$ cat src/rtl/sine_meter_pkg.sv
`default_nettype none
// ============================================================================
// Package : sine_meter_pkg
// Brief   : Shared state and level encodings for the sine period meter.
// Rev     : 1.0 - initial release
// ============================================================================
package sine_meter_pkg;

    typedef enum logic [1:0] {
        IDLE    = 2'd0,
        SEEK    = 2'd1,
        MEASURE = 2'd2
    } meter_state_t;

    typedef enum logic [1:0] {
        LVL_UNKNOWN = 2'd0,
        LVL_LOW     = 2'd1,
        LVL_HIGH    = 2'd2
    } level_t;

endpackage : sine_meter_pkg
`default_nettype wire

$ cat src/rtl/sine_period_meter_crossing.sv
`default_nettype none
// ============================================================================
// Module : hysteresis_crossing
// Brief  : Midscale level tracker with hysteresis; flags LOW->HIGH transitions.
// Rev    : 1.0 - initial release
// ============================================================================
module hysteresis_crossing
    import sine_meter_pkg::*;
#(
    parameter int WIDTH = 8,
    parameter int HYST  = 8
) (
    input  logic             clk,
    input  logic             reset_n,
    input  logic             clear,
    input  logic             sample_valid,
    input  logic [WIDTH-1:0] sample,
    output logic             rise
);

    localparam int             c_MID   = 2 ** (WIDTH - 1);
    // One extra bit so the band edges never wrap for large HYST.
    localparam logic [WIDTH:0] c_HI_TH = (WIDTH + 1)'(c_MID + HYST);
    localparam logic [WIDTH:0] c_LO_TH = (WIDTH + 1)'(c_MID - HYST);

    level_t r_level;
    logic   w_above;
    logic   w_below;

    assign w_above = ({1'b0, sample} >= c_HI_TH);
    assign w_below = ({1'b0, sample} <  c_LO_TH);

    always_ff @(posedge clk) begin
        if (!reset_n || clear) begin
            r_level <= LVL_UNKNOWN;
        end else if (sample_valid) begin
            if (w_above) begin
                r_level <= LVL_HIGH;
            end else if (w_below) begin
                r_level <= LVL_LOW;
            end
        end
    end

    // UNKNOWN->HIGH deliberately does not count as a rising event.
    assign rise = sample_valid && (r_level == LVL_LOW) && w_above;

endmodule : hysteresis_crossing
`default_nettype wire

$ cat src/rtl/sine_period_meter.sv
`default_nettype none
// ============================================================================
// Module : sine_period_meter
// Brief  : Measures clk-cycle period and peak/trough between rising crossings.
// Rev    : 1.0 - initial release
// ============================================================================
module sine_period_meter
    import sine_meter_pkg::*;
#(
    parameter int WIDTH       = 8,
    parameter int COUNT_WIDTH = 24,
    parameter int HYST        = 8
) (
    input  logic                   clk,
    input  logic                   reset_n,
    input  logic                   enable,
    input  logic                   sample_valid,
    input  logic [WIDTH-1:0]       sample,
    output logic [COUNT_WIDTH-1:0] period,
    output logic [WIDTH-1:0]       peak,
    output logic [WIDTH-1:0]       trough,
    output logic                   result_valid,
    output logic                   timeout
);

    localparam logic [COUNT_WIDTH-1:0] c_CNT_MAX = '1;

    meter_state_t           r_state;
    meter_state_t           w_next_state;
    logic [COUNT_WIDTH-1:0] r_count;
    logic [WIDTH-1:0]       r_peak_trk;
    logic [WIDTH-1:0]       r_trough_trk;
    logic                   w_rise;
    logic                   w_clear;
    logic                   w_sat;
    logic                   w_start;
    logic                   w_report;
    logic                   w_expire;
    logic [WIDTH-1:0]       w_peak_new;
    logic [WIDTH-1:0]       w_trough_new;

    assign w_sat    = (r_count == c_CNT_MAX);
    assign w_start  = enable && (r_state == SEEK) && w_rise;
    assign w_report = enable && (r_state == MEASURE) && w_rise;
    assign w_expire = enable && (r_state == MEASURE) && !w_rise && w_sat;

    // Level goes back to UNKNOWN whenever we (re)enter SEEK or sit idle.
    assign w_clear  = (r_state == IDLE) || !enable || w_expire;

    assign w_peak_new   = (sample > r_peak_trk)   ? sample : r_peak_trk;
    assign w_trough_new = (sample < r_trough_trk) ? sample : r_trough_trk;

    hysteresis_crossing #(
        .WIDTH (WIDTH),
        .HYST  (HYST)
    ) u_crossing (
        .clk          (clk),
        .reset_n      (reset_n),
        .clear        (w_clear),
        .sample_valid (sample_valid),
        .sample       (sample),
        .rise         (w_rise)
    );

    always_ff @(posedge clk) begin
        if (!reset_n) begin
            r_state <= IDLE;
        end else begin
            r_state <= w_next_state;
        end
    end

    always_comb begin
        w_next_state = r_state;
        case (r_state)
            IDLE:    w_next_state = SEEK;
            SEEK:    if (w_rise) w_next_state = MEASURE;
            MEASURE: if (!w_rise && w_sat) w_next_state = SEEK;
            default: w_next_state = IDLE;
        endcase
        if (!enable) begin
            w_next_state = IDLE;
        end
    end

    always_ff @(posedge clk) begin
        if (!reset_n) begin
            r_count      <= '0;
            r_peak_trk   <= '0;
            r_trough_trk <= '0;
            period       <= '0;
            peak         <= '0;
            trough       <= '0;
            result_valid <= 1'b0;
            timeout      <= 1'b0;
        end else begin
            result_valid <= 1'b0;
            timeout      <= 1'b0;
            if (!enable || (r_state == IDLE)) begin
                r_count <= '0;
            end else if (w_start) begin
                r_count      <= COUNT_WIDTH'(1);
                r_peak_trk   <= sample;
                r_trough_trk <= sample;
            end else if (r_state == MEASURE) begin
                if (w_report) begin
                    // Event beats saturation on the same edge.
                    period       <= r_count;
                    peak         <= w_peak_new;
                    trough       <= w_trough_new;
                    result_valid <= 1'b1;
                    r_count      <= COUNT_WIDTH'(1);
                    r_peak_trk   <= sample;
                    r_trough_trk <= sample;
                end else if (w_expire) begin
                    timeout <= 1'b1;
                    r_count <= '0;
                end else begin
                    r_count <= r_count + COUNT_WIDTH'(1);
                    if (sample_valid) begin
                        r_peak_trk   <= w_peak_new;
                        r_trough_trk <= w_trough_new;
                    end
                end
            end
        end
    end

endmodule : sine_period_meter
`default_nettype wire
$ cat config.mk
export PLATFORM = sky130hd
export DESIGN_NAME = sine_period_meter
export DESIGN_NICKNAME = d
export VERILOG_FILES = /design/src/rtl/sine_meter_pkg.sv /design/src/rtl/sine_period_meter_crossing.sv /design/src/rtl/sine_period_meter.sv
export SDC_FILE = /design/constraint.sdc
export NUM_CORES = 1
export LEC_CHECK = 0
export ABC_AREA = 1
export BUFFER_PORTS_ARGS = -buffer_cell sky130_fd_sc_hd__buf_2
export CAP_MARGIN = 25
export CORE_MARGIN = 10
export CORE_UTILIZATION = 35
export DETAILED_ROUTE_END_ITERATION = 10
export PLACE_DENSITY = 0.59
export SETUP_SLACK_MARGIN = 0.05
export SLEW_MARGIN = 0
export SYNTH_ARGS = -nofsm -noshare
export SYNTH_HDL_FRONTEND = slang
export SYNTH_HIERARCHICAL = 1
export SYNTH_SLANG_ARGS = --single-unit
$ cat constraint.sdc
create_clock -name clk -period 2.85 [get_ports clk]
set_input_delay 0.57 -clock clk [delete_from_list [all_inputs] [get_ports clk]]
set_output_delay 0.57 -clock clk [all_outputs]
set_load 0.02 [all_outputs]
==> out/results.ini, run 1 <==
[cts]
cts.hold.buffers_added=0
clock_path_buffers=2
htreeDepth=3
cts_tree=built
postCtsSetupBuffers=0
root_buffer=clkbuf_16
numCtsBuffers=9
clock_latency_ns=0.35
cts_num_sinks=86
clk_pin_slew_ns=0.06
ctsResizeCount=0

[setup_path]
timing.rr.start=r_count[0]
critPathMaxFanout=24
endpoint=r_trough_trk[6]
ff2ff_setup_slack_ns=0.73
crit_required_ns=3.09
endpoint_kind=flop
reg2reg_depth=10
path_class=input pin to flop
crit_path_start_kind=input pin
worstPathArrival_ns=2.55
startpoint=sample[3]
r2r-end=r_count[23]

[place]
place_hpwl_um=9685
gp_congestion=0.8642
io_buffers=53
dp.cells=953

[yosys]
synth_area_mm2=0.004751
synth_cell_types=36
postSynthCellCount=738
synth_area_leaders=dfxtp_1 (36%), nand2_1 (17%), nor2_1 (9.6%), a21oi_1 (6.1%), inv_1 (6.1%)
synth_most_common_cell=nand2_1
ys_warn_count=6
syn-num-nets=766
synth_commonest_cells=nand2_1 (214), nor2_1 (122), dfxtp_1 (86), inv_1 (77), a21oi_1 (58)
ys_ff_latch=86
yosysTopAreaCell=dfxtp_1
yosys_most_used_dff=dfxtp_1
synth_edf_count=0
synth.avg_cell_area_um2=6.437
async_flop_share=0
yosys.area.top_type_share=0.3624
yosysSeqAreaShare=0.3624

[power_and_ir_drop]
p_per_area_mw_per_mm2=477.5
leakage_nw=2.586
pwr-share-comb=0.056
vdd.ir_drop.worst_mv=0.3736
p_switching_mw=0.6157
clkPwrFrac=0.487
p_int_mw=2.019
pwr-share-seq=0.457
switching_share=0.2337

[global_route]
antenna_found_initial=0
grt.total_usage=0.1472
grt_pass1_vias=4312
grt_overflow=0
grt_pass1_wl_um=21830
grt_max_degree=74

[timing]
final_hold_viol_count=0
clock-skew-final_ns=0.007259
finalSetupViolCount=0
slew_headroom=0.6220
finalMaxSlewViolations=0
fin_tns_setup_ns=0
worst_pin_slew_ns=0.5656
fin_crit_sh=0.8098
period_needed_ns=2.308
fmax_mhz=433.3
rsz0062_at_grt=false

[worst_hold_path]
min_path_type=flop to flop
hp-start=u_crossing/r_level[0]
min_path_cells=2

[floorplan]
core_area_mm2=0.01330
die_w_um=136.5
die_h_um=136.5
rows=42
start_util=0.3573
dieArea_mm2=0.01863
io_pins=54

[route]
dr.pass1.iters=5
first_iter_violations=352
antenna_left=0
wire_per_inst_um=13.72
drc=0
via_per_inst=4.768
vias=4620
wl_um=13290

[finish]
drive_above_1_share=0.1400
num_antenna_cells=0
area_growth_pct=16.14
instances_no_fill=969
final_nets=816

[run_status]
status=completed

[job]
maxCapViolCount=0

worst max-delay path, cell delays in order:
cell and delay [ns]:
buf_2 0.14, nor2_1 0.05, nand2_1 0.09, nand2_2 0.08, nor3_1 0.34, nand2_4 0.19, nor2_4 0.19, inv_2 0.16
nand2_1 0.16, nand3_4 0.26, nor2_1 0.23, a21oi_1 0.09
power by group through the flow:
stage                     registers [mW]  clock network [mW]  logic [mW]
after floorplan                     1.23                   0      0.0966
after global placement              1.23                   0       0.149
after detailed placement            1.23                   0       0.148
after CTS                           1.20                1.32       0.149
after global routing                1.20                1.36       0.171
final                               1.20                1.28       0.148
layer usage:
metal	vias to the layer above	routed length, µm	track usage
li1	2436	-	-
met1	2039	5916	0.1766
met2	130	6328	0.2469
met3	15	794	0.03922
met4	0	253	0.05325
met5	-	0	0
placed cells by master (no fill, tap or decap), drive strengths merged, types with 3 or more instances in the layout:
cell type	instances
dfxtp	86
clkbuf	9
buf	63
a21oi	62
nand2	219
or2	4
inv	81
xor2	5
clkinvlp	4
nand4	13
o21ai	29
nor2	131
clkinv	3
ha	16
nand3	56
logic make-up (layout without fill, tap and decap cells):
kind of cell,after synthesis,after routing,synth area share
flops,86,86,0.3624
buf+inv,107,162,0.09323
xor+xnor,5,5,0.009217
fa+ha+maj,16,16,0.04214
compound gates,97,97,0.1093
simple gates,427,427,0.3837
registers in the layout, indices dropped and copies added, names as in the netlist:
name	flops
u_crossing/r_level	2
r_peak_trk	8
trough	8
r_state	2
r_trough_trk	8
peak	8
timeout	1
r_count	24
result_valid	1
period	24
through the flow:
stage / setup slack, ns / hold slack [ns] / power, mW / instance area [µm²] / utilization
6_report: 0.5421 / 0.4591 / 2.635 / 5518 / 0.4150
3_5_place_dp: 0.1839 / 0.4573 / 1.379 / 5194 / 0.3906
3_3_place_gp: 0.2876 / 0.4505 / 1.380 / 5194 / 0.3906
2_1_floorplan: 0.5514 / 0.4276 / 1.328 / 4751 / -
5_1_grt: 0.3258 / 0.4791 / 2.738 / 5518 / 0.4150
4_1_cts: 0.5405 / 0.4679 / 2.670 / 5518 / 0.4150
layout make-up:
cell class / count / area, µm²
fill: 1427 / 7777
multi-input combinational: 545 / 2586
sequential: 86 / 1722
timing repair buffer: 63 / 352.8
inverter: 83 / 312.8
clock buffer: 9 / 225.2
tap: 176 / 220.2
clock inverter: 7 / 98.84
how the worst min path moves through the flow:
stage	to	slack (ns)
floorplan	u_crossing/r_level[0]	0.43
detailed placement	u_crossing/r_level[0]	0.46
global placement	u_crossing/r_level[0]	0.45
global route	u_crossing/r_level[1]	0.48
finish	u_crossing/r_level[0]	0.46
CTS	u_crossing/r_level[0]	0.47
Note: power is estimated with default switching activity, not from simulation.
==> run 2, diff against run 1 <==
- clock period: 2.85 -> 2.3 ns (I/O delays scaled with it)
==> run 2 against run 1 <==
Compared with the run above: utilization increased by 1.1 points; wire length decreased by 1.2%; cell area increased by 2.5%; worst hold slack got worse by 0.0035 ns; global-route usage decreased by 0.38 points; cell count increased by 1.4%; critical path depth decreased by 2; first-iteration DRC count decreased by 14%; clock skew decreased by 0.0015 ns; critical path type is now flop to flop; critical endpoint is now r_state[0].
==> out/results.ini, run 2 (synthesized netlist as in run 1, its figures left out) <==
[run_status]
status=completed

[route]
vias=4650  ; +0.65%
drc=0  ; unchanged
antenna_left=0  ; unchanged
via_per_inst=4.730  ; -0.78%
wl_um=13140  ; -1.2%
dr.pass1.iters=5  ; unchanged
first_iter_violations=303  ; -14%
wire_per_inst_um=13.36  ; -2.6%

[finish]
final_common_cell=nand2_1
drive_above_1_share=0.1549  ; +0.01492
num_antenna_cells=0  ; unchanged
area_growth_pct=19.09
final_nets=830  ; +1.7%
final_cell_mix=nand2_1 (214), nor2_1 (122), dfxtp_1 (86), inv_1 (77), a21oi_1 (58)
reg_top3=period: 24 flops, r_count: 24 flops

[power_and_ir_drop]
p_per_area_mw_per_mm2=583.4  ; +22%
vdd.ir_drop.worst_mv=0.4623  ; +24%
leakage_nw=2.685  ; +3.8%
power.total_mw=3.301  ; +25%

[cts]
root_buffer=clkbuf_16
clock_path_buffers=2  ; unchanged
clk_pin_slew_ns=0.06  ; about the same
postCtsSetupBuffers=0  ; unchanged
numCtsBuffers=9  ; unchanged
cts_num_sinks=86  ; unchanged
htreeDepth=3  ; unchanged
cts_tree=built
ctsResizeCount=0  ; unchanged
cts.hold.buffers_added=0  ; unchanged
clock_latency_ns=0.34  ; about the same

[timing]
period_needed_ns=1.887
fin_tns_setup_ns=0  ; unchanged
rsz0062_at_grt=false
timing.hold.ws_ns=0.4556  ; -0.003503 ns
clock-skew-final_ns=0.005721  ; -0.001539 ns
fmax_mhz=529.9
final_hold_viol_count=0  ; unchanged
fin_crit_sh=0.8204
finalMaxSlewViolations=0  ; unchanged
slew_headroom=0.6016  ; -0.02039
finalSetupViolCount=0  ; unchanged
worst_pin_slew_ns=0.5939  ; +0.02826 ns

[worst_hold_path]
min_path_type=flop to flop

[setup_path]
worstPathArrival_ns=2.16  ; -0.39 ns
endpoint_kind=flop
crit_path_start_kind=flop
path_class=flop to flop
ff2ff_setup_slack_ns=0.41  ; -0.32 ns
critPathMaxFanout=6  ; -75%
crit_required_ns=2.58  ; -0.51 ns

[global_route]
grt_pass1_vias=4378  ; +1.5%
grt_util_met2=0.2469  ; unchanged
gr-usage-met1=0.1718  ; -0.004752
grt_pass1_wl_um=21570  ; -1.2%
antenna_found_initial=0  ; unchanged
grt.total_usage=0.1434  ; -0.003808
busiest_layer=met2
grt_max_degree=73  ; -1.4%
grt_overflow=0  ; unchanged
gr-usage-met3=0.03372  ; -0.005499

[floorplan]
dieArea_mm2=0.01863  ; unchanged
die_w_um=136.5  ; unchanged
die_h_um=136.5  ; unchanged
io_pins=54  ; unchanged
start_util=0.3573  ; unchanged
rows=42  ; unchanged
core_area_mm2=0.01330  ; unchanged

[place]
place_hpwl_um=9833  ; +1.5%
io_buffers=53  ; unchanged
gp_congestion=0.9466  ; +9.5%

[job]
maxCapViolCount=0  ; unchanged

## run 2: cell count changes in the layout (fill, tap and decap cells not counted)
cell        delta
buf_12         +2
clkbuf_8       +2
clkinvlp_4     -3
buf_4         +12
clkinv_2       +1
## run 2: critical path: stages (launching register included)
cell and delay (ns):
dfxtp_1 0.41, ha_1 0.22, nand3_2 0.18, nor2_4 0.13, buf_4 0.14, nand2_1 0.09, nor2_1 0.20, nand4_1 0.18
nand2_1 0.12, nand2_1 0.05, a21oi_1 0.11
## run 2: path summary, 6_finish.rpt
check / startpoint / end / depth (start not counted)
max: r_count[1] / r_state[0] / 10
min: u_crossing/r_level[0] / u_crossing/r_level[0] / 2
max reg2reg: r_count[1] / r_state[0] / 10
min reg2reg: u_crossing/r_level[0] / u_crossing/r_level[0] / 2
## run 2: report_power, final
group	internal (mW)	switching, mW	leakage [nW]
Combinational	0.0688	0.125	1.83
Sequential	1.49	0.00199	0.693
Clock	1.01	0.604	0.162
Total	2.57	0.731	2.69
## run 2: cell type report
type                            count  area [µm²]
Sequential cell                    86        1722
Tap cell                          176       220.2
Fill cell                        1458        7637
Clock inverter                      5       81.33
Clock buffer                       11       252.7
Timing Repair Buffer               77       483.0
Inverter                           83       312.8
Multi-Input combinational cell    545        2586
## run 2: routing by layer
metal,part of all wire,wire length [µm]
met5,0,0
met3,0.039,515
met2,0.48,6268
met1,0.47,6122
met4,0.017,229
## run 2: metrics by stage
step	setup WS, ns	utilization	area [µm²]	std cells
4_1_cts	0.4152	0.4256	5658	983
3_3_place_gp	0.06048	0.4004	5324	967
3_5_place_dp	0.07697	0.4004	5324	967
2_1_floorplan	0.1114	-	4751	738
5_1_grt	0.2108	0.4256	5658	983
6_report	0.4130	0.4256	5658	983
